## src/rtl/otter_pipe_pkg.sv

```systemverilog
// otter_pipe_pkg: types shared by the OTTER pipeline-control slice.
//   opcode_t   - RV32I major opcodes, shared with the core.
//   sb_entry_t - one packed scoreboard entry (register addresses are
//                zero-extended to SB_AW bits so the type is not tied to REG_AW).
//   SB_NOP     - the bubble entry (all fields zero).
package otter_pipe_pkg;

  typedef enum logic [6:0] {
    OP_LUI    = 7'b0110111,
    OP_AUIPC  = 7'b0010111,
    OP_JAL    = 7'b1101111,
    OP_JALR   = 7'b1100111,
    OP_BRANCH = 7'b1100011,
    OP_LOAD   = 7'b0000011,
    OP_STORE  = 7'b0100011,
    OP_IMM    = 7'b0010011,
    OP_REG    = 7'b0110011,
    OP_SYS    = 7'b1110011
  } opcode_t;

  // Widest register address the scoreboard can carry; REG_AW must not exceed it.
  localparam int unsigned SB_AW = 8;

  typedef struct packed {
    logic             valid;
    logic [SB_AW-1:0] rd;
    logic             we;
    logic             is_load;
    logic [SB_AW-1:0] rs1;
    logic [SB_AW-1:0] rs2;
    logic             uses1;
    logic             uses2;
  } sb_entry_t;

  localparam sb_entry_t SB_NOP = '0;

endpackage

```

## src/rtl/otter_fwd_pick.sv

```systemverilog
// otter_fwd_pick: priority search for the youngest scoreboard stage
// (k = 1..NSTAGES-1) that will write register src. Returns 0 when nothing
// matches, the source is not used, or the producer writes x0.
// Ports:
//   sb      - scoreboard entries, index 0 = EX (entry 0 is not searched)
//   src     - source register address of the EX instruction
//   use_src - EX instruction actually reads src
//   sel     - forwarding select (0 = regfile, k = stage k result)
module otter_fwd_pick
  import otter_pipe_pkg::*;
#(
  parameter int unsigned NSTAGES = 3,
  parameter int unsigned SEL_W   = $clog2(NSTAGES + 1)
) (
  input  sb_entry_t        sb [NSTAGES],
  input  logic [SB_AW-1:0] src,
  input  logic             use_src,
  output logic [SEL_W-1:0] sel
);

  // Scan oldest to youngest so the youngest match is the last assignment.
  always_comb begin
    sel = '0;
    for (int unsigned k = NSTAGES - 1; k >= 1; k--) begin
      if (use_src && sb[k].valid && sb[k].we && (sb[k].rd != '0) && (sb[k].rd == src))
        sel = SEL_W'(k);
    end
  end

  logic unused_sb;
  always_comb begin
    unused_sb = 1'b0;
    for (int unsigned k = 0; k < NSTAGES; k++)
      unused_sb = unused_sb ^ (^sb[k]);
  end

endmodule

```

## src/rtl/otter_pipe_ctrl.sv

```systemverilog
// otter_pipe_ctrl: hazard and pipeline-control unit for the pipelined OTTER.
// Tracks NSTAGES instructions from EX onward, drives operand-forwarding
// selects, the load-use stall/bubble and the redirect flush.
// Ports:
//   CLK, RST              - clock, synchronous active-high reset
//   ID_*                  - decode-stage instruction description
//   REDIRECT              - EX resolved a taken control transfer
//   MEM_STALL             - freezes the whole pipeline
//   FWD_SEL1/2            - EX operand source (0 = regfile, k = stage k)
//   STALL_IF/ID, BUBBLE_EX, FLUSH_IF/ID - pipeline control
//   STAGE_VALID           - valid bit per tracked stage
// Optional: `define PIPE_CTRL_PERF_EN adds saturating counters
//   PERF_STALL_CYC, PERF_BUBBLES, PERF_FLUSHES.
module otter_pipe_ctrl
  import otter_pipe_pkg::*;
#(
  parameter int unsigned NSTAGES  = 3,
  parameter int unsigned REG_AW   = 5,
  parameter int unsigned LOAD_USE = 1,
  parameter int unsigned SEL_W    = $clog2(NSTAGES + 1)
) (
  input  logic               CLK,
  input  logic               RST,
  input  logic               ID_VALID,
  input  logic [REG_AW-1:0]  ID_RS1,
  input  logic [REG_AW-1:0]  ID_RS2,
  input  logic               ID_USES_RS1,
  input  logic               ID_USES_RS2,
  input  logic [REG_AW-1:0]  ID_RD,
  input  logic               ID_WE,
  input  logic               ID_IS_LOAD,
  input  logic               REDIRECT,
  input  logic               MEM_STALL,
  output logic [SEL_W-1:0]   FWD_SEL1,
  output logic [SEL_W-1:0]   FWD_SEL2,
  output logic               STALL_IF,
  output logic               STALL_ID,
  output logic               BUBBLE_EX,
  output logic               FLUSH_IF,
  output logic               FLUSH_ID,
  output logic [NSTAGES-1:0] STAGE_VALID
`ifdef PIPE_CTRL_PERF_EN
  ,
  output logic [31:0]        PERF_STALL_CYC,
  output logic [31:0]        PERF_BUBBLES,
  output logic [31:0]        PERF_FLUSHES
`endif
);

  sb_entry_t        sb [NSTAGES];
  sb_entry_t        id_entry;
  logic             redirect_act;
  logic             load_use;
  logic             stall;
  logic             bubble;
  logic             flush;
  logic [SEL_W-1:0] sel1;
  logic [SEL_W-1:0] sel2;

  always_comb begin
    id_entry = '{valid:   ID_VALID,
                 rd:      SB_AW'(ID_RD),
                 we:      ID_WE,
                 is_load: ID_IS_LOAD,
                 rs1:     SB_AW'(ID_RS1),
                 rs2:     SB_AW'(ID_RS2),
                 uses1:   ID_USES_RS1,
                 uses2:   ID_USES_RS2};
  end

  otter_fwd_pick #(.NSTAGES(NSTAGES), .SEL_W(SEL_W)) u_pick1 (
    .sb(sb), .src(sb[0].rs1), .use_src(sb[0].uses1), .sel(sel1)
  );

  otter_fwd_pick #(.NSTAGES(NSTAGES), .SEL_W(SEL_W)) u_pick2 (
    .sb(sb), .src(sb[0].rs2), .use_src(sb[0].uses2), .sel(sel2)
  );

  // A load is unforwardable while it sits in stages 0..LOAD_USE-1.
  always_comb begin
    load_use = 1'b0;
    for (int unsigned j = 0; j < LOAD_USE; j++) begin
      if (sb[j].valid && sb[j].is_load && sb[j].we && (sb[j].rd != '0) &&
          ((ID_USES_RS1 && (sb[j].rd == id_entry.rs1)) ||
           (ID_USES_RS2 && (sb[j].rd == id_entry.rs2))))
        load_use = 1'b1;
    end
    load_use = load_use & ID_VALID;
  end

  assign redirect_act = REDIRECT & sb[0].valid & ~MEM_STALL;

  // Priority: reset, memory freeze, redirect (kills the stalled instruction),
  // then load-use.
  always_comb begin
    stall  = 1'b0;
    bubble = 1'b0;
    flush  = 1'b0;
    if (RST) begin
      stall = 1'b0;
    end else if (MEM_STALL) begin
      stall = 1'b1;
    end else if (redirect_act) begin
      flush = 1'b1;
    end else if (load_use) begin
      stall  = 1'b1;
      bubble = 1'b1;
    end
  end

  assign STALL_IF  = stall;
  assign STALL_ID  = stall;
  assign BUBBLE_EX = bubble;
  assign FLUSH_IF  = flush;
  assign FLUSH_ID  = flush;
  assign FWD_SEL1  = RST ? '0 : sel1;
  assign FWD_SEL2  = RST ? '0 : sel2;

  always_comb begin
    STAGE_VALID = '0;
    for (int unsigned k = 0; k < NSTAGES; k++)
      STAGE_VALID[k] = sb[k].valid & ~RST;
  end

  always_ff @(posedge CLK) begin
    if (RST) begin
      for (int unsigned k = 0; k < NSTAGES; k++)
        sb[k] <= SB_NOP;
    end else if (!MEM_STALL) begin
      for (int unsigned k = NSTAGES - 1; k >= 1; k--)
        sb[k] <= sb[k-1];
      sb[0] <= (bubble || flush) ? SB_NOP : id_entry;
    end
  end

`ifdef PIPE_CTRL_PERF_EN
  always_ff @(posedge CLK) begin
    if (RST) begin
      PERF_STALL_CYC <= '0;
      PERF_BUBBLES   <= '0;
      PERF_FLUSHES   <= '0;
    end else begin
      if (stall && (PERF_STALL_CYC != '1))
        PERF_STALL_CYC <= PERF_STALL_CYC + 32'd1;
      if (bubble && (PERF_BUBBLES != '1))
        PERF_BUBBLES <= PERF_BUBBLES + 32'd1;
      if (flush && (PERF_FLUSHES != '1))
        PERF_FLUSHES <= PERF_FLUSHES + 32'd1;
    end
  end
`endif

endmodule

```

## config.mk

```make
export PLATFORM = sky130hd
export DESIGN_NAME = otter_pipe_ctrl
export DESIGN_NICKNAME = d
export VERILOG_FILES = /design/src/rtl/otter_pipe_pkg.sv /design/src/rtl/otter_fwd_pick.sv /design/src/rtl/otter_pipe_ctrl.sv
export SDC_FILE = /design/constraint.sdc
export NUM_CORES = 1
export LEC_CHECK = 0
export BUFFER_PORTS_ARGS = -buffer_cell sky130_fd_sc_hd__buf_4
export CAP_MARGIN = 0
export CORE_MARGIN = 5
export CORE_UTILIZATION = 60
export CTS_BUF_LIST = sky130_fd_sc_hd__clkbuf_2 sky130_fd_sc_hd__clkbuf_4 sky130_fd_sc_hd__clkbuf_8
export DETAILED_ROUTE_END_ITERATION = 10
export GPL_ROUTABILITY_DRIVEN = 0
export HOLD_SLACK_MARGIN = 0.06
export PLACE_DENSITY = 0.83
export SLEW_MARGIN = 20
export SYNTH_ARGS = -nofsm -noshare
export SYNTH_HDL_FRONTEND = slang
export SYNTH_SLANG_ARGS = --single-unit
```

## constraint.sdc

```tcl
create_clock -name CLK -period 4.5 [get_ports CLK]
set_input_delay 0.45 -clock CLK [delete_from_list [all_inputs] [get_ports CLK]]
set_output_delay 0.45 -clock CLK [all_outputs]
set_load 0.005 [all_outputs]
```

After elaboration in Yosys (flattened, before gate mapping)
Index checks and enable logic that the tools add are counted.
- register bits after elaboration: 49
- bits in latches: 0
- bits in writable memories: 0
- ROM bits: 0
- input port bits: 24
- output and inout port bits: 12
- logic and storage cells: 72
- memories kept: 0
- add/sub/neg operators: 0
- multiply operators: 0
- divide/modulo/power cells: 0
- $lt $le $gt $ge: 0
- equality and inequality tests: 6
- shift-type cells: 0
- multiplexer cells: 17
- bitwise operators: 8
- reduce and logical (&&, ||, !) cells: 27
- operator list (operator ; number):
    $eq 8x8->1 ; 4
    $mux 29 ; 1
    $reduce_bool 8->1 ; 3
    $logic_and 1x1->1 ; 22
    $eq 8x5->1 ; 2
    $mux 2 ; 6
    $mux 1 ; 10
    $and 1x1->1 ; 6
    $logic_or 1x1->1 ; 2
    $not 1->1 ; 2

Depth between registers and ports, before layout
Gate-level depths: netlist (run 1).
- word-level depth: 12
- mapped depth: 6
- gate-level depth less buffers: 4

By module
A second synthesis (run 1) with hierarchy kept.
- cell total of the unflattened synthesis: 316
- area total of the unflattened synthesis: 2994.1 um^2
- by module, submodules not included (module ; times used ; cells an instance ; area an instance (um^2) ; sequential area each (um^2)):
    otter_pipe_ctrl ; 1 ; 256 ; 2498.6 ; 1201.2
    otter_fwd_pick ; 2 ; 30 ; 247.7 ; 0.0

Least setup slack after synthesis (run 1)
Ideal clock, no wire load.
- path kind: reg-to-output
- from: register sb[78] (netlist name)
- to: output port STALL_IF
- arrival: 1.473 ns
- required time: 4.050 ns
- path slack: 2.577 ns
- stages on the path, launching flop included: 6
- path buffers: 1
- cell sequence: dfxtp_1 or4_4 o211ai_4 nor2_1 a21o_1 buf_4
- cells in the longest elaborated chain, start to end: 10
- elaborated cells on any way between the ends: 14
- classes of those cells: eq/ne (2); mux (5); bitwise (1); reduce/logical (6)
- ends and longest elaborated chain (item ; RTL line ; text):
    $eq 8x5->1, on equally long branches ; otter_pipe_ctrl.sv:84, otter_pipe_ctrl.sv:85 ;
    $logic_and 1x1->1, on equally long branches ; otter_pipe_ctrl.sv:84, otter_pipe_ctrl.sv:85 ;
    $logic_or 1x1->1 ; otter_pipe_ctrl.sv:84 ; ((ID_USES_RS1 && (sb[j].rd == id_entry.rs1)) ||
    $logic_and 1x1->1 * ; otter_pipe_ctrl.sv:83 ; if (sb[j].valid && sb[j].is_load && sb[j].we && (sb[j].rd != '0) &&
    $mux 1 * ; otter_pipe_ctrl.sv:83 ;
    $and 1x1->1 * ; otter_pipe_ctrl.sv:88 ; load_use = load_use & ID_VALID;
    $mux 1 * ; otter_pipe_ctrl.sv:105 ; end else if (load_use) begin
    $mux 1 * ; otter_pipe_ctrl.sv:103 ; end else if (redirect_act) begin
    $mux 1 * ; otter_pipe_ctrl.sv:101 ; end else if (MEM_STALL) begin
    $mux 1 * ; otter_pipe_ctrl.sv:99 ; if (RST) begin
    to (decl) ; otter_pipe_ctrl.sv:36 ; output logic STALL_IF,
Mark *: on every way between the ends. The rest lies on a longest branch, timed or not.

Worst setup path in the final report (run 1)
- from: register sb[82] (netlist name)
- to: output port STALL_IF
- cells in the longest elaborated chain, start to end: 10
- elaborated cells on any way between the ends: 14
- classes of those cells: eq/ne (2); mux (5); bitwise (1); reduce/logical (6)
- ends and longest elaborated chain (item ; RTL line):
    $eq 8x5->1, on equally long branches ; otter_pipe_ctrl.sv:84, otter_pipe_ctrl.sv:85
    $logic_and 1x1->1, on equally long branches ; otter_pipe_ctrl.sv:84, otter_pipe_ctrl.sv:85
    $logic_or 1x1->1 ; otter_pipe_ctrl.sv:84
    $logic_and 1x1->1 * ; otter_pipe_ctrl.sv:83
    $mux 1 * ; otter_pipe_ctrl.sv:83
    $and 1x1->1 * ; otter_pipe_ctrl.sv:88
    $mux 1 * ; otter_pipe_ctrl.sv:105
    $mux 1 * ; otter_pipe_ctrl.sv:103
    $mux 1 * ; otter_pipe_ctrl.sv:101
    $mux 1 * ; otter_pipe_ctrl.sv:99
Marks and branches as above.

==> reports/results.ini, run 1 <==
[outcome]
status = completed

[global_routing]
grt_max_degree = 41
gr-usage-all-layers = 0.220
antenna_found_initial = 0
grt_pass1_wl_um = 7210
grt_pass1_vias = 1514
grt.overflow.total = 0

[sta]
setup_viol_count_final = 0
fmax_mhz = 359
skew_ns = 0.00818
worst_pin_slew_ns = 0.742
min_period_ns = 2.78
slew_viol_final = 0
fin_setup_tns_ns = 0
slew-limit-headroom = 0.505
hold_viol_final = 0
fin_ws_ns = 1.72
post-route-period-util = 0.618
rsz0062_at_grt = false

[logic_synthesis]
synth-seq-cells = 34
synth_nets = 229
synthArstFlopShare = 0
synth_area_um2 = 1820
seq_area_frac_synth = 0.375
syn_inst = 205
synth-main-ff-cell = dfxtp_1
yosysUniqueCellTypes = 31
synth.avg_cell_area_um2 = 8.86
synth_enable_flop_cells = 0
yosys_warnings = 0

[setup_path]
reg2regPathDepth = 4
critPathMaxStageDelay_ns = 0.60
start_kind = flip-flop
setup.worst_path.start = sb[82]
cp.depth = 6
path_buf_inv = 2
crit_top_cell = buf_4
crit_chain = xnor2_1 > nand4_1 > o22ai_1 > buf_4 > a21o_1 > buf_4
path_delay_family = compound AO/OA/AOI/OAI gates
worstPathArrival_ns = 2.33
rr_startpoint = sb[78]
critical_path_required_ns = 4.05
path_class = flip-flop to output port
worstPathMaxFanout = 13
crit_path_end_kind = output port
slowest_stage = o22ai_1

[clocking]
cts_tree = built
hold_buffers = 0
ctsLongestPathBuffers = 2
clk_latency_ns = 0.34
htree_levels = 2
root_buffer = clkbuf_4
path_clk_slew_ns = 0.11
cts.sinks = 34
cts_resized = 0
numCtsBuffers = 5
post_cts_buffers = 0

[route]
drcViolationCount = 0
postRouteAntennaNets = 0
dr_total_vias = 1584
drt-initial-drc-count = 120
vias_per_cell = 5.91
wl_um = 4200
wl_per_cell_um = 15.7
first_pass_iters = 4

[final_layout]
largest_reg_flops = 34
design_area_um2 = 2150
drive_gt1_frac = 0.213
fin_nets = 258
largestRegisters = sb: 34 flops
layout_commonest_cell = buf_4
largest_register = sb
final_cell_mix = buf_4 (38), dfxtp_1 (34), nand2_1 (25), xnor2_1 (22)
diodes = 0
area_growth_pct = 18.2

[flow_run]
cap_violations = 0

[pwr]
p_leak_uw = 0.000862
power.density_nw_per_um2 = 334
ir_drop_mv = 0.237

[die]
initial_core_util = 0.610
dieArea_um2 = 4230
pin_count = 36
design.core.area_um2 = 2980
die_width_um = 65.0
fp.dieH_um = 65.0
core.rowCount = 20

[placed_design]
io_buffer_count = 35
dpl-instance-area_um2 = 2060
dp_slack_ns = 2.03
place_hpwl_um = 2990

[hold_path]
min_path_cells = 3
hold_path.class = input port to flip-flop
min_from = ID_RD[3]

synthesized netlist by cell type (all sizes together), types with 4 or more instances:
cell type  instances  area share
dfxtp             34        0.37
nor4               4       0.014
nor2              15       0.031
nand2             25       0.052
o21ai             21       0.058
xor2               8       0.039
clkbuf             4      0.0083
xnor2             22        0.11
nand4              4       0.014
nor3               4       0.011
a32oi             20       0.096
buf               12       0.042
mux2i             13       0.072
final cells by class:
| type | instances | area, um2 |
|---|---|---|
| clock buffers | 5 | 37.5 |
| repair buffers | 38 | 285 |
| inverters | 1 | 3.75 |
| flip-flops and latches | 34 | 681 |
| fillers | 253 | 831 |
| multi-input cells | 154 | 1050 |
| clock inverters | 3 | 45.0 |
| well taps | 33 | 41.3 |
metrics by stage:
stage | hold WS, ns | instances | utilization | power (uW)
finish | 0.351 | 268 | 0.721 | 718
detailed placement | 0.475 | 260 | 0.693 | 497
global route | 0.333 | 268 | 0.721 | 758
floorplan | 0.434 | 205 | - | 449
CTS | 0.336 | 268 | 0.721 | 721
global placement | 0.462 | 260 | 0.693 | 494
final timing paths:
path                            endpoint  slack, ns
worst min-delay path              sb[81]       0.35
worst min register to register    sb[76]       0.50
worst max-delay path            STALL_IF       1.72
worst max register to register    sb[63]       2.58
kinds of logic after synthesis:
kind of cell / synth area share
AND/OR/NAND/NOR: 0.168
AO/OA/AOI/OAI: 0.189
XOR/XNOR: 0.145
buffers and inverters: 0.0523
multiplexers: 0.0716
flip-flops: 0.375
layer usage:
metal | track usage | vias up | share of wire
met5 | 0 | - | 0
met4 | 0.0907 | 0 | 0.024
met3 | 0.0641 | 10 | 0.077
met1 | 0.283 | 718 | 0.44
met2 | 0.342 | 58 | 0.45
li1 | - | 798 | -
where the power goes:
| group | internal [uW] | switching (uW) |
|---|---|---|
| clock network | 117 | 110 |
| registers | 326 | 34.9 |
| logic | 69.0 | 61.3 |
tightest hold or removal path: cells and delay by family:
kind | cells | cell delay, ns
compound gates | 1 | 0.05
buf+inv | 1 | 0.11
simple gates | 1 | 0.05
Power figures use the tool's default switching activity.
==> inputs of run 2 (changes only) <==
--- a/config.mk
+++ b/config.mk
@@ -8,12 +8,12 @@
 export BUFFER_PORTS_ARGS = -buffer_cell sky130_fd_sc_hd__buf_4
 export CAP_MARGIN = 0
 export CORE_MARGIN = 5
-export CORE_UTILIZATION = 60
+export CORE_UTILIZATION = 51
 export CTS_BUF_LIST = sky130_fd_sc_hd__clkbuf_2 sky130_fd_sc_hd__clkbuf_4 sky130_fd_sc_hd__clkbuf_8
 export DETAILED_ROUTE_END_ITERATION = 10
 export GPL_ROUTABILITY_DRIVEN = 0
 export HOLD_SLACK_MARGIN = 0.06
-export PLACE_DENSITY = 0.83
+export PLACE_DENSITY = 0.75
 export SLEW_MARGIN = 20
 export SYNTH_ARGS = -nofsm -noshare
 export SYNTH_HDL_FRONTEND = slang
==> constraint.sdc (replaced) <==
create_clock -name CLK -period 2.4 [get_ports CLK]
set_input_delay 0.24 -clock CLK [delete_from_list [all_inputs] [get_ports CLK]]
set_output_delay 0.24 -clock CLK [all_outputs]
set_load 0.005 [all_outputs]
==> run 2 against run 1 <==
Effect of this change:
- total power up 86%
- sequential share of layout area fell by 0.49 points
- core utilization is 7.8 points lower
- via count increased by 0.13%
- die area grew 15%
- flip-flop and latch count stayed put
- clock skew grew 0.0034 ns
- final cell count up 6.0%
- final area grew 1.6%
- global-route usage down 2.7 points
- largest power group unchanged
- highest routed layer unchanged
==> reports/results.ini, run 2 (synthesis results as in run 1) <==
[outcome]
status = completed

[die]
dieArea_um2 = 4860  ; +15%
core.rowCount = 21  ; +5.0%
design.core.area_um2 = 3390  ; +14%
die_width_um = 69.7  ; +7.2%
pin_count = 36  ; unchanged
fp.dieH_um = 69.7  ; +7.2%
initial_core_util = 0.536  ; -0.0741

[final_layout]
largest_reg_flops = 34  ; unchanged
final_cell_mix = buf_4 (41), dfxtp_1 (34), nand2_1 (25), xnor2_1 (22)
area_growth_pct = 20.0
largestRegisters = sb: 34 flops
drive_gt1_frac = 0.223  ; +0.00992
fin_nets = 261  ; +1.2%
largest_register = sb
n_fill_cell = 291  ; +15%
layout_commonest_cell = buf_4
diodes = 0  ; unchanged

[pwr]
power.density_nw_per_um2 = 614  ; +84%
swShare = 0.285  ; -0.00219
ir_drop_mv = 0.408  ; +72%
p_leak_uw = 0.000882  ; +2.3%
p_int_uw = 957  ; +87%
p_clk_frac = 0.312  ; -0.004
p_switching_uw = 382  ; +85%
p_comb_frac = 0.184  ; +0.003
seqPwrFrac = 0.504  ; about the same

[sta]
fin_setup_tns_ns = 0  ; unchanged
min_period_ns = 2.19
setup_viol_count_final = 0  ; unchanged
slew-limit-headroom = 0.630  ; +0.124
rsz0062_at_grt = false
slew_viol_final = 0  ; unchanged
worst_pin_slew_ns = 0.554  ; -0.188 ns
post-route-period-util = 0.913
fmax_mhz = 457
skew_ns = 0.0116  ; +0.00338 ns
hold_ws_ns = 0.132  ; -0.220 ns
hold_viol_final = 0  ; unchanged

[global_routing]
grt.overflow.total = 0  ; unchanged
grt_pass1_wl_um = 7620  ; +5.7%
grt_max_degree = 41  ; unchanged
gr-usage-all-layers = 0.192  ; -0.0272
grt_pass1_vias = 1525  ; +0.73%
antenna_found_initial = 0  ; unchanged

[setup_path]
critical_path_required_ns = 2.16  ; -1.89 ns
crit_path_end_kind = output port
start_kind = flip-flop
path_class = flip-flop to output port
worstPathArrival_ns = 1.95  ; -0.38 ns
worstPathMaxFanout = 5  ; -8

[clocking]
cts.sinks = 34  ; unchanged
ctsLongestPathBuffers = 2  ; unchanged
cts_tree = built
hold_buffers = 0  ; unchanged
clk_latency_ns = 0.34  ; about the same
numCtsBuffers = 5  ; unchanged
root_buffer = clkbuf_4
path_clk_slew_ns = 0.11  ; about the same
htree_levels = 2  ; unchanged

[flow_run]
cap_violations = 0  ; unchanged

[route]
drt-initial-drc-count = 141  ; +18%
first_pass_iters = 4  ; unchanged
wl_um = 4410  ; +5.2%
dr_total_vias = 1586  ; +0.13%
drcViolationCount = 0  ; unchanged
postRouteAntennaNets = 0  ; unchanged
vias_per_cell = 5.58  ; -5.5%
wl_per_cell_um = 15.5  ; -0.75%

[placed_design]
io_buffer_count = 35  ; unchanged
place_hpwl_um = 3140  ; +5.1%

[hold_path]
hold_path.class = input port to flip-flop

run 2: power by group through the flow:
stage / Clock [uW] / Sequential (uW) / Combinational (uW)
2_1_floorplan: 0 / 667 / 174
3_3_place_gp: 0 / 686 / 241
3_5_place_dp: 0 / 688 / 245
4_1_cts: 425 / 675 / 246
5_1_grt: 451 / 683 / 276
6_report: 418 / 675 / 246
run 2: what timing repair did:
action                     in CTS  in global routing
buffers inserted                0                  2
hold endpoints to repair        0                  0
resized for setup               0                  0
setup endpoints to repair       0                  2
run 2: path summary, 6_finish.rpt:
check | start | end | slack [ns] | cells after the start
max | sb[51] | FWD_SEL1[1] | 0.21 | 5
min | ID_RD[4] | sb[82] | 0.13 | 3
max reg2reg | sb[78] | sb[76] | 0.58 | 6
min reg2reg | sb[76] | sb[76] | 0.49 | 2
run 2: per-layer routing:
layer,track usage,wire (um),vias to the layer above
met4,0.0723,77,0
met5,0,0,-
met1,0.262,2000,722
met2,0.290,2000,55
met3,0.0507,336,7
li1,-,-,802
run 2: critical path: stages (launching register included):
cell and delay, ns:
dfxtp_1 0.39, or4_1 0.56, o211ai_2 0.22, nor3_1 0.08, nor3_1 0.22, buf_4 0.15
run 2: metrics by stage:
step	util	area (um2)	std cells	setup slack [ns]	power [uW]
finish	0.643	2180	284	0.210	1340
global route	0.643	2180	284	0.0320	1410
CTS	0.639	2170	282	0.0878	1350
detailed placement	0.616	2090	274	0.478	932
global placement	0.616	2090	274	0.502	927
floorplan	-	1820	205	0.687	841
run 2: final cells by class:
class	instances	area (um2)	area share
inverter	1	3.75	0.00172
sequential	34	681	0.312
clock inverter	3	40.0	0.0184
clock buffer	5	37.5	0.0172
multi-input combinational	154	1050	0.483
tap	46	57.6	0.0264
timing repair buffer	41	308	0.141
==> inputs of run 3 (changes only) <==
--- a/config.mk
+++ b/config.mk
@@ -13,7 +13,7 @@
 export DETAILED_ROUTE_END_ITERATION = 10
 export GPL_ROUTABILITY_DRIVEN = 0
 export HOLD_SLACK_MARGIN = 0.06
-export PLACE_DENSITY = 0.75
+export PLACE_DENSITY = 0.74
 export SLEW_MARGIN = 20
 export SYNTH_ARGS = -nofsm -noshare
 export SYNTH_HDL_FRONTEND = slang
==> run 3 against run 2 <==
Effect of this change:
- register-to-register slack improved by 0.08 ns
- die area unchanged
- core utilization decreased by 1.3 points
- worst hold slack improved by 0.0092 ns
- combinational power about the same
- flip-flop and latch count unchanged
- critical path type unchanged
- clock power decreased by 28%
- critical path depth unchanged
- clock skew decreased by 0.0047 ns
- total power decreased by 9.0%
- final cell count decreased by 1.1%
- sequential power about the same
==> reports/results.ini, run 3 (synthesis results as in run 1) <==
[clocking]
post_cts_buffers = 0  ; unchanged
clk_latency_ns = 0.33  ; about the same
htree_levels = 2  ; unchanged
cts.sinks = 34  ; unchanged
hold_buffers = 0  ; unchanged
root_buffer = clkbuf_4
numCtsBuffers = 5  ; unchanged
cts_tree = built
ctsLongestPathBuffers = 2  ; unchanged
path_clk_slew_ns = 0.11  ; about the same
cts_resized = 0  ; unchanged

[sta]
post-route-period-util = 0.912  ; about the same
slew-limit-headroom = 0.750  ; +0.120
worst_pin_slew_ns = 0.375  ; -0.179 ns
fin_setup_tns_ns = 0  ; unchanged
fmax_mhz = 457  ; about the same
min_period_ns = 2.19  ; -0.00159 ns
rsz0062_at_grt = false
skew_ns = 0.00683  ; -0.00473 ns
slew_viol_final = 0  ; unchanged
setup_viol_count_final = 0  ; unchanged
hold_viol_final = 0  ; unchanged
fin_ws_ns = 0.211  ; +0.00159 ns

[hold_path]
min_path_cells = 3  ; unchanged
min_from = ID_IS_LOAD
whs_endpoint = sb[76]
hold_path.class = input port to flip-flop

[setup_path]
start_kind = flip-flop
path_class = flip-flop to output port
crit_path_end_kind = output port
critical_path_required_ns = 2.16  ; about the same
reg2regPathDepth = 5  ; -1
rr_startpoint = sb[78]
worstPathMaxFanout = 5  ; unchanged
worstPathArrival_ns = 1.95  ; about the same
r2r_slack_ns = 0.66  ; +0.08 ns
reg2reg_to = sb[63]

[die]
dieArea_um2 = 4860  ; unchanged
design.core.area_um2 = 3390  ; unchanged
core.rowCount = 21  ; unchanged
pin_count = 36  ; unchanged
die_width_um = 69.7  ; unchanged
initial_core_util = 0.536  ; unchanged
fp.dieH_um = 69.7  ; unchanged

[route]
met1_length_um = 2130  ; +6.4%
first_pass_iters = 4  ; unchanged
dr_total_vias = 1569  ; -1.1%
wl_per_cell_um = 15.8  ; +2.0%
drt-initial-drc-count = 101  ; -28%
drcViolationCount = 0  ; unchanged
wl_um = 4450  ; +0.88%
met2WireLength_um = 2010  ; +0.65%
vias_per_cell = 5.58  ; about the same
top_layer_used = met4
dr_wl_met3_um = 260  ; -23%
postRouteAntennaNets = 0  ; unchanged

[global_routing]
grt_pass1_wl_um = 7580  ; -0.63%
gr-usage-all-layers = 0.193  ; +0.000831
grt_max_degree = 41  ; unchanged
antenna_found_initial = 0  ; unchanged
grt_pass1_vias = 1523  ; -0.13%
grt.overflow.total = 0  ; unchanged

[placed_design]
dp_slack_ns = 0.591  ; +0.113 ns
place_hpwl_um = 3130  ; -0.43%
dpl.cell_count = 274  ; unchanged
io_buffer_count = 35  ; unchanged

[pwr]
power.density_nw_per_um2 = 571  ; -7.0%
ir_drop_mv = 0.443  ; +8.7%
p_leak_uw = 0.000859  ; -2.5%

[final_layout]
largest_reg_flops = 34  ; unchanged
layout_commonest_cell = buf_4
diodes = 0  ; unchanged
largestRegisters = sb: 34 flops
largest_register = sb
fin_nets = 259  ; -0.77%
fin_cells = 281  ; -1.1%
final_cell_mix = buf_4 (39), dfxtp_1 (34), nand2_1 (25), xnor2_1 (22)
drive_gt1_frac = 0.213  ; -0.00992
fin_util = 0.630  ; -0.0133
area_growth_pct = 17.6

[flow_run]
cap_violations = 0  ; unchanged

[outcome]
status = completed

run 3: changes by cell type in the layout (fill, tap and decap cells not counted):
cell / previous run / this run
buf_4: 41 / 39
bufinv_16: 1 / 0
run 3: per-stage QoR:
step | area [um2] | power [uW] | hold WS, ns
CTS | 2140 | 1220 | 0.138
detailed placement | 2090 | 932 | 0.475
floorplan | 1820 | 841 | 0.373
global placement | 2090 | 928 | 0.465
finish | 2140 | 1220 | 0.141
global route | 2140 | 1290 | 0.135
run 3: worst max-delay path by stage:
stage          startpoint          end  slack [ns]  cells past startpoint
2_1_floorplan      sb[78]     STALL_IF        0.69                      5
3_3_place_gp       sb[51]  FWD_SEL1[1]        0.63                      5
3_5_place_dp       sb[51]  FWD_SEL2[1]        0.59                      5
4_1_cts            sb[51]  FWD_SEL2[1]        0.21                      5
5_1_grt            sb[53]  FWD_SEL1[1]        0.08                      5
6_report           sb[51]  FWD_SEL2[1]        0.21                      5
run 3: layout make-up:
| type | count | area (um2) |
|---|---|---|
| fillers | 333 | 1250 |
| well taps | 46 | 57.6 |
| flip-flops and latches | 34 | 681 |
| repair buffers | 39 | 293 |
| multi-input cells | 154 | 1050 |
| inverters | 1 | 3.75 |
| clock inverters | 2 | 10.0 |
| clock buffers | 5 | 37.5 |
run 3: critical path, stage by stage (launching register included):
cell and delay, ns:
dfxtp_1 0.38, or4_1 0.57, o211ai_2 0.23, nor3_1 0.09, nor3_1 0.21, buf_4 0.14
run 3: report_power, final:
group	internal, uW	switching, uW	total, uW
Combinational	130	114	244
Clock	105	193	299
Sequential	611	65.2	676
Total	846	373	1220
run 3: layer usage:
layer	track usage	up-vias
li1	-	805
met1	0.262	709
met2	0.299	49
met3	0.0551	6
met4	0.0553	0
met5	0	-
